[config.mk]
export PLATFORM = sky130hd
export DESIGN_NAME = mem_stage_flat
export DESIGN_NICKNAME = d
export VERILOG_FILES = /design/src/rtl/mem_stage_if.sv /design/src/rtl/mem_stage.sv /design/src/flat_wrapper.sv
export SDC_FILE = /design/constraint.sdc
export NUM_CORES = 1
export LEC_CHECK = 0
export ABC_AREA = 1
export CELL_PAD_IN_SITES_DETAIL_PLACEMENT = 0
export CELL_PAD_IN_SITES_GLOBAL_PLACEMENT = 1
export CORE_MARGIN = 8
export CORE_UTILIZATION = 40
export CTS_BUF_LIST = sky130_fd_sc_hd__clkbuf_4 sky130_fd_sc_hd__clkbuf_8
export CTS_CLUSTER_DIAMETER = 60
export CTS_CLUSTER_SIZE = 12
export DETAILED_ROUTE_END_ITERATION = 10
export DONT_BUFFER_PORTS = 1
export PLACE_DENSITY_LB_ADDON = 0.25
export SYNTH_ARGS = -nofsm -noshare
export SYNTH_HDL_FRONTEND = slang
export SYNTH_SLANG_ARGS = --single-unit
export TNS_END_PERCENT = 30
[constraint.sdc]
create_clock -name clk -period 4.07 [get_ports clk]
set_clock_uncertainty 0.15 [all_clocks]
set_input_delay 0.6105 -clock clk [delete_from_list [all_inputs] [get_ports clk]]
set_output_delay 0.6105 -clock clk [all_outputs]
set_load 0.05 [all_outputs]
[src/rtl/mem_stage_if.sv]
// Data-bus handshake between the memory stage (master) and the data memory (slave).
interface mem_stage_if;
  logic        dreq_valid;
  logic        dreq_write;
  logic [63:0] dreq_addr;
  logic [63:0] dreq_wdata;
  logic [7:0]  dreq_strb;
  logic        dresp_ok;
  logic [63:0] dresp_data;

  modport master (
    output dreq_valid, dreq_write, dreq_addr, dreq_wdata, dreq_strb,
    input  dresp_ok, dresp_data
  );

  modport slave (
    input  dreq_valid, dreq_write, dreq_addr, dreq_wdata, dreq_strb,
    output dresp_ok, dresp_data
  );
endinterface

[src/rtl/mem_stage.sv]
// Memory/writeback stage: latches execute results, runs the data-bus access and
// emits a one-cycle writeback pulse.
//   state  | meaning
//   S_IDLE | waiting for exu_finish
//   S_REQ  | bus request outstanding, timeout running
//   S_DONE | wb_valid pulse
module mem_stage #(
  parameter int TIMEOUT = 255,
  parameter int TW      = 8
) (
  input  logic        clk,
  input  logic        rst,
  input  logic        exu_finish,
  input  logic [63:0] alu_out,
  input  logic [63:0] br_out,
  input  logic [63:0] div_out,
  input  logic [63:0] rem_out,
  input  logic [63:0] mul_out,
  input  logic [63:0] store_data,
  input  logic [2:0]  wb_sel,
  input  logic        mem_read,
  input  logic        mem_write,
  input  logic [1:0]  mem_size,
  input  logic        mem_unsign,
  mem_stage_if.master bus,
  output logic        busy,
  output logic        wb_valid,
  output logic [63:0] wb_data,
  output logic        misalign,
  output logic        bus_err
);

  localparam logic [1:0] S_IDLE = 2'd0;
  localparam logic [1:0] S_REQ  = 2'd1;
  localparam logic [1:0] S_DONE = 2'd2;

  logic [1:0]    state;
  logic [TW-1:0] tmo_cnt;
  logic [TW-1:0] tmo_next;
  logic [63:0]   r_alu, r_br, r_div, r_rem, r_mul, r_sd, r_rdata;
  logic [2:0]    r_sel;
  logic [1:0]    r_size;
  logic          r_write, r_unsign, r_mis, r_berr;
  logic          is_mem, mis_in, in_req, in_done;

  assign is_mem   = mem_read | mem_write;
  assign tmo_next = tmo_cnt + TW'(1);

  always_comb begin
    case (mem_size)
      2'd1:    mis_in = alu_out[0];
      2'd2:    mis_in = |alu_out[1:0];
      2'd3:    mis_in = |alu_out[2:0];
      default: mis_in = 1'b0;
    endcase
  end

  always_ff @(posedge clk or negedge rst) begin
    if (!rst) begin
      state    <= S_IDLE;
      tmo_cnt  <= '0;
      r_alu    <= '0;
      r_br     <= '0;
      r_div    <= '0;
      r_rem    <= '0;
      r_mul    <= '0;
      r_sd     <= '0;
      r_rdata  <= '0;
      r_sel    <= '0;
      r_size   <= '0;
      r_write  <= 1'b0;
      r_unsign <= 1'b0;
      r_mis    <= 1'b0;
      r_berr   <= 1'b0;
    end else begin
      case (state)
        S_IDLE: begin
          if (exu_finish) begin
            r_alu    <= alu_out;
            r_br     <= br_out;
            r_div    <= div_out;
            r_rem    <= rem_out;
            r_mul    <= mul_out;
            r_sd     <= store_data;
            r_sel    <= wb_sel;
            r_size   <= mem_size;
            r_write  <= mem_write & ~mem_read;
            r_unsign <= mem_unsign;
            r_mis    <= is_mem & mis_in;
            r_berr   <= 1'b0;
            r_rdata  <= '0;
            tmo_cnt  <= '0;
            state    <= (is_mem && !mis_in) ? S_REQ : S_DONE;
          end
        end
        S_REQ: begin
          // A response in the same cycle the counter expires takes priority.
          if (bus.dresp_ok) begin
            r_rdata <= bus.dresp_data;
            state   <= S_DONE;
          end else begin
            tmo_cnt <= tmo_next;
            if (tmo_next == TW'(TIMEOUT)) begin
              r_berr <= 1'b1;
              state  <= S_DONE;
            end
          end
        end
        S_DONE:  state <= S_IDLE;
        default: state <= S_IDLE;
      endcase
    end
  end

  assign in_req  = (state == S_REQ);
  assign in_done = (state == S_DONE);

  logic [7:0]  strb_base;
  logic [63:0] wdata_rep;
  always_comb begin
    case (r_size)
      2'd0: begin strb_base = 8'h01; wdata_rep = {8{r_sd[7:0]}};  end
      2'd1: begin strb_base = 8'h03; wdata_rep = {4{r_sd[15:0]}}; end
      2'd2: begin strb_base = 8'h0F; wdata_rep = {2{r_sd[31:0]}}; end
      default: begin strb_base = 8'hFF; wdata_rep = r_sd; end
    endcase
  end

  assign bus.dreq_valid = in_req;
  assign bus.dreq_write = in_req & r_write;
  assign bus.dreq_addr  = in_req ? {r_alu[63:3], 3'b000} : 64'd0;
  assign bus.dreq_wdata = in_req ? wdata_rep : 64'd0;
  assign bus.dreq_strb  = in_req ? (strb_base << r_alu[2:0]) : 8'h00;

  logic [63:0] lane, load_val, src;
  assign lane = r_rdata >> {r_alu[2:0], 3'b000};

  always_comb begin
    case (r_size)
      2'd0:    load_val = r_unsign ? {56'd0, lane[7:0]}  : {{56{lane[7]}},  lane[7:0]};
      2'd1:    load_val = r_unsign ? {48'd0, lane[15:0]} : {{48{lane[15]}}, lane[15:0]};
      2'd2:    load_val = r_unsign ? {32'd0, lane[31:0]} : {{32{lane[31]}}, lane[31:0]};
      default: load_val = lane;
    endcase
  end

  always_comb begin
    case (r_sel)
      3'd1:    src = r_br;
      3'd2:    src = r_div;
      3'd3:    src = r_rem;
      3'd4:    src = r_mul;
      3'd5:    src = load_val;
      default: src = r_alu;
    endcase
  end

  assign busy     = (state != S_IDLE);
  assign wb_valid = in_done;
  assign misalign = in_done & r_mis;
  assign bus_err  = in_done & r_berr;
  assign wb_data  = (in_done && !r_mis && !r_berr) ? src : 64'd0;

endmodule

[src/flat_wrapper.sv]
// flat-port wrapper written by rule: the top's interface ports become plain ports
module mem_stage_flat 
#(
  parameter int TIMEOUT = 255,
  parameter int TW      = 8
)
  (clk, rst, exu_finish, alu_out, br_out, div_out, rem_out, mul_out, store_data, wb_sel, mem_read, mem_write, mem_size, mem_unsign, busy, wb_valid, wb_data, misalign, bus_err, bus_dreq_valid, bus_dreq_write, bus_dreq_addr, bus_dreq_wdata, bus_dreq_strb, bus_dresp_ok, bus_dresp_data);
  mem_stage_if bus_i ();
  input  logic clk;
  input  logic rst;
  input  logic exu_finish;
  input  logic [63:0] alu_out;
  input  logic [63:0] br_out;
  input  logic [63:0] div_out;
  input  logic [63:0] rem_out;
  input  logic [63:0] mul_out;
  input  logic [63:0] store_data;
  input  logic [2:0] wb_sel;
  input  logic mem_read;
  input  logic mem_write;
  input  logic [1:0] mem_size;
  input  logic mem_unsign;
  output logic busy;
  output logic wb_valid;
  output logic [63:0] wb_data;
  output logic misalign;
  output logic bus_err;
  output wire logic [$bits(bus_i.dreq_valid)-1:0] bus_dreq_valid;
  output wire logic [$bits(bus_i.dreq_write)-1:0] bus_dreq_write;
  output wire logic [$bits(bus_i.dreq_addr)-1:0] bus_dreq_addr;
  output wire logic [$bits(bus_i.dreq_wdata)-1:0] bus_dreq_wdata;
  output wire logic [$bits(bus_i.dreq_strb)-1:0] bus_dreq_strb;
  input wire logic [$bits(bus_i.dresp_ok)-1:0] bus_dresp_ok;
  input wire logic [$bits(bus_i.dresp_data)-1:0] bus_dresp_data;
  assign bus_dreq_valid = bus_i.dreq_valid;
  assign bus_dreq_write = bus_i.dreq_write;
  assign bus_dreq_addr = bus_i.dreq_addr;
  assign bus_dreq_wdata = bus_i.dreq_wdata;
  assign bus_dreq_strb = bus_i.dreq_strb;
  assign bus_i.dresp_ok = bus_dresp_ok;
  assign bus_i.dresp_data = bus_dresp_data;
  mem_stage #(.TIMEOUT(TIMEOUT), .TW(TW)) u_core (.clk(clk), .rst(rst), .exu_finish(exu_finish), .alu_out(alu_out), .br_out(br_out), .div_out(div_out), .rem_out(rem_out), .mul_out(mul_out), .store_data(store_data), .wb_sel(wb_sel), .mem_read(mem_read), .mem_write(mem_write), .mem_size(mem_size), .mem_unsign(mem_unsign), .bus(bus_i), .busy(busy), .wb_valid(wb_valid), .wb_data(wb_data), .misalign(misalign), .bus_err(bus_err));
endmodule
==> results.cfg <==
[yosys]
synth_area_um2 = 24200
synth_adder_area_share_pct = 0.104
synth_flop_cell = dfrtp_1
synth_top_family_by_area = simple AND/OR/NAND/NOR gates
synthMuxAreaShare_pct = 0.0829
synth-xor-area-share_pct = 0.0725
yosysWarnings = 0
ys_ff_latch = 467
synth_edf_count = 0
synth-compound-area-share_pct = 14.0
synth_cells = 3323
syn_area_per_cell_um2 = 7.27
async_reset_ff_share_pct = 100
yosysUniqueCellTypes = 45
ys_seq_area_share_pct = 48.4
synthSimpleGateAreaFrac_pct = 29.8

[drt]
wl_um = 109000
drtIter0Drc = 2747
drtPass1Iterations = 6
ant_nets = 0
wire_per_inst_um = 23.4
via_count = 25100
post_drt_via_cell_ratio = 5.41
drc = 0

[cts]
path_clk_slew_ns = 0.09
htree_levels = 2
cts_hold_buffers = 441
clock_sinks = 467
cts_tree = built
cts-root-buf = clkbuf_8
cts_max_path_buffers = 3
cts_made_buffers = 50
clock_latency_ns = 0.68

[grt]
grt_pass1_wl_um = 159000
grtUsageTotal_pct = 30.5
grt_max_degree = 468
grt_overflow = 0
grt_pass1_vias = 25100
antenna_found_initial = 16

[setup_path]
startpoint = u_core.r_alu[1]
crit_type = reg -> out
arrival_ns = 3.19
rrSetupSlack_ns = 1.03
cp.required_ns = 3.31
crit_path_end_kind = output port
cp-start-kind = flop
cp_max_fo = 32
reg2reg_depth = 7
cp-endpoint = wb_data[62]
r2r_end = u_core.r_rem[14]
worstReg2RegStart = u_core.state[0]

[floorplan]
die_area_um2 = 68500
die_h_um = 262
core-area_um2 = 60000
pin_count = 666
start_util_pct = 40.2
rows = 90
die_w_um = 262

[sta]
slew_violations = 135
setup_viol = 0
max_slew_margin_pct = -21.2
rsz0062_at_grt = yes
worst_pin_slew_ns = 1.82
hold_viol = 467
max_freq_mhz = 253
fin_crit_ns = 3.95
finalCritPeriodShare_pct = 97.0
hold_ws_ns = -0.493

[placed_design]
gp_congestion = 0.954
placed_area_um2 = 26000
port_buffers = 0
hpwlAfterDp_um = 78300

[final_layout]
layout.nets = 4288
final_util_pct = 52.5
postLayoutCellArea_um2 = 31500
syn_to_final_growth_pct = 30.5
drive_above_1_share_pct = 9.30

[power]
vdd_drop_max_v = 0.000341
power_density_nw_per_um2 = 580
power_leakage_nw = 15.2

[job]
maxCapViolCount = 0

[worst_hold_path]
min_path_type = in -> async

[run_status]
status = finished with violations
violations = negative hold slack, max-slew violations
==> placed cells by master, fill, tap and decap left out, types with 4 or more instances in the layout <==
master,n
a211oi_1,40
a21oi_1,150
buf_12,12
buf_4,224
clkbuf_8,58
clkinv_2,5
dfrtp_1,466
diode_2,16
dlygate4sd3_1,441
inv_1,181
inv_2,8
inv_8,4
nand2_1,1389
nand2_2,5
nand3_1,192
nand4_1,19
nor2_1,175
nor2_2,5
nor2_4,7
o211ai_1,43
o21ai_0,302
o21ai_1,58
o22ai_1,12
==> logic make-up (layout without fill, tap and decap cells) <==
| group | count (synthesis) | count (layout) |
|---|---|---|
| and+or+nand+nor | 1805 | 1805 |
| AOI/OAI and AO/OA | 620 | 620 |
| DFF | 467 | 467 |
| buffers and inverters | 424 | 947 |
| adders and majority gates | 2 | 2 |
| xor gates and xnor gates | 2 | 2 |
| muxes | 2 | 2 |
| other | 1 | 19 |
==> metal layers <==
layer / global-route usage, % / up-vias / routed length (um)
met2: 49.7 / 1167 / 51100
met4: 10.9 / 6 / 4060
met1: 40.8 / 12100 / 45800
met5: 0 / - / 37
li1: - / 11600 / -
met3: 4.91 / 239 / 7850
==> stage by stage <==
step	power [mW]	setup TNS (ns)	setup WS, ns	std cells
after CTS	18.2	0	0.0119	4629
final	18.3	0	0.123	4646
after floorplan	11.8	0	0.910	3325
after global placement	14.4	0	0.575	4114
after detailed placement	14.5	0	0.610	4114
after global routing	19.3	-0.410	-0.113	4644
==> layout make-up <==
class	instances	area, um^2
tap	782	978
timing repair buffer	680	6370
clock inverter	13	178
sequential	467	11700
clock buffer	61	821
inverter	193	738
antenna	16	40.0
multi-input combinational	2434	10700
fill	5915	28500
==> synthesized netlist by cell type (3+ instances only) <==
master / count / area share [%]
o211ai_1: 43 / 1.3
nand2_1: 1392 / 22
o211ai_2: 3 / 0.16
nand4_1: 19 / 0.49
nand3_1: 192 / 4.0
inv_2: 8 / 0.12
nor2_4: 4 / 0.19
o21ai_1: 57 / 1.2
inv_1: 183 / 2.8
buf_2: 95 / 2.0
buf_1: 17 / 0.26
nor2_2: 6 / 0.16
nor2_1: 177 / 2.8
dfrtp_1: 467 / 48
o21ai_0: 304 / 6.3
a211oi_1: 41 / 1.3
nand3_2: 4 / 0.17
a21oi_1: 150 / 3.1
buf_4: 7 / 0.22
buf_6: 11 / 0.51
clkbuf_2: 3 / 0.062
o22ai_1: 12 / 0.31
clkbuf_1: 98 / 1.5
==> where the power goes <==
part | total [mW] | switching (mW) | leakage, nW | internal (mW)
clock | 3.33 | 1.80 | 0.523 | 1.53
combinational | 8.11 | 5.84 | 8.81 | 2.27
sequential | 6.84 | 0.865 | 5.86 | 5.97
total | 18.3 | 8.50 | 15.2 | 9.77
==> state kept, by name (all words and copies together) (netlist names) <==
name,flops
u_core.r_br,64
u_core.tmo_cnt,8
u_core.r_berr,1
u_core.r_alu,64
u_core.r_mis,1
u_core.r_sel,3
u_core.r_mul,64
u_core.r_write,1
u_core.r_unsign,1
u_core.r_div,64
u_core.state,2
u_core.r_size,2
u_core.r_rdata,64
u_core.r_sd,64
u_core.r_rem,64
==> repair_timing <==
item                                   4_1_cts  5_1_grt
setup buffers                                0        1
endpoints found under the hold margin      907      467
gates resized for setup                      5        4
pin swaps                                    0        0
setup endpoints to repair                   14       20
==> worst max-delay path: stages, from the launching register on <==
cell and delay, ns:
dfrtp_1 0.44, inv_2 0.41, nand3_1 0.20, nand3_2 0.13, nand3_4 0.24, nand2_8 0.31, o21ai_1 0.09, a21oi_1 0.39
buf_4 0.29
==> worst min path at each step <==
stage	startpoint	to	cells past startpoint
after global placement	rst	u_core.r_sd[39]	0
after CTS	rst	u_core.tmo_cnt[1]	0
after detailed placement	rst	u_core.r_sd[36]	0
after global routing	rst	u_core.tmo_cnt[1]	0
final	rst	u_core.r_sd[38]	0
after floorplan	rst	u_core.r_alu[0]	0
No activity file was read; power rests on OpenSTA's default activity.
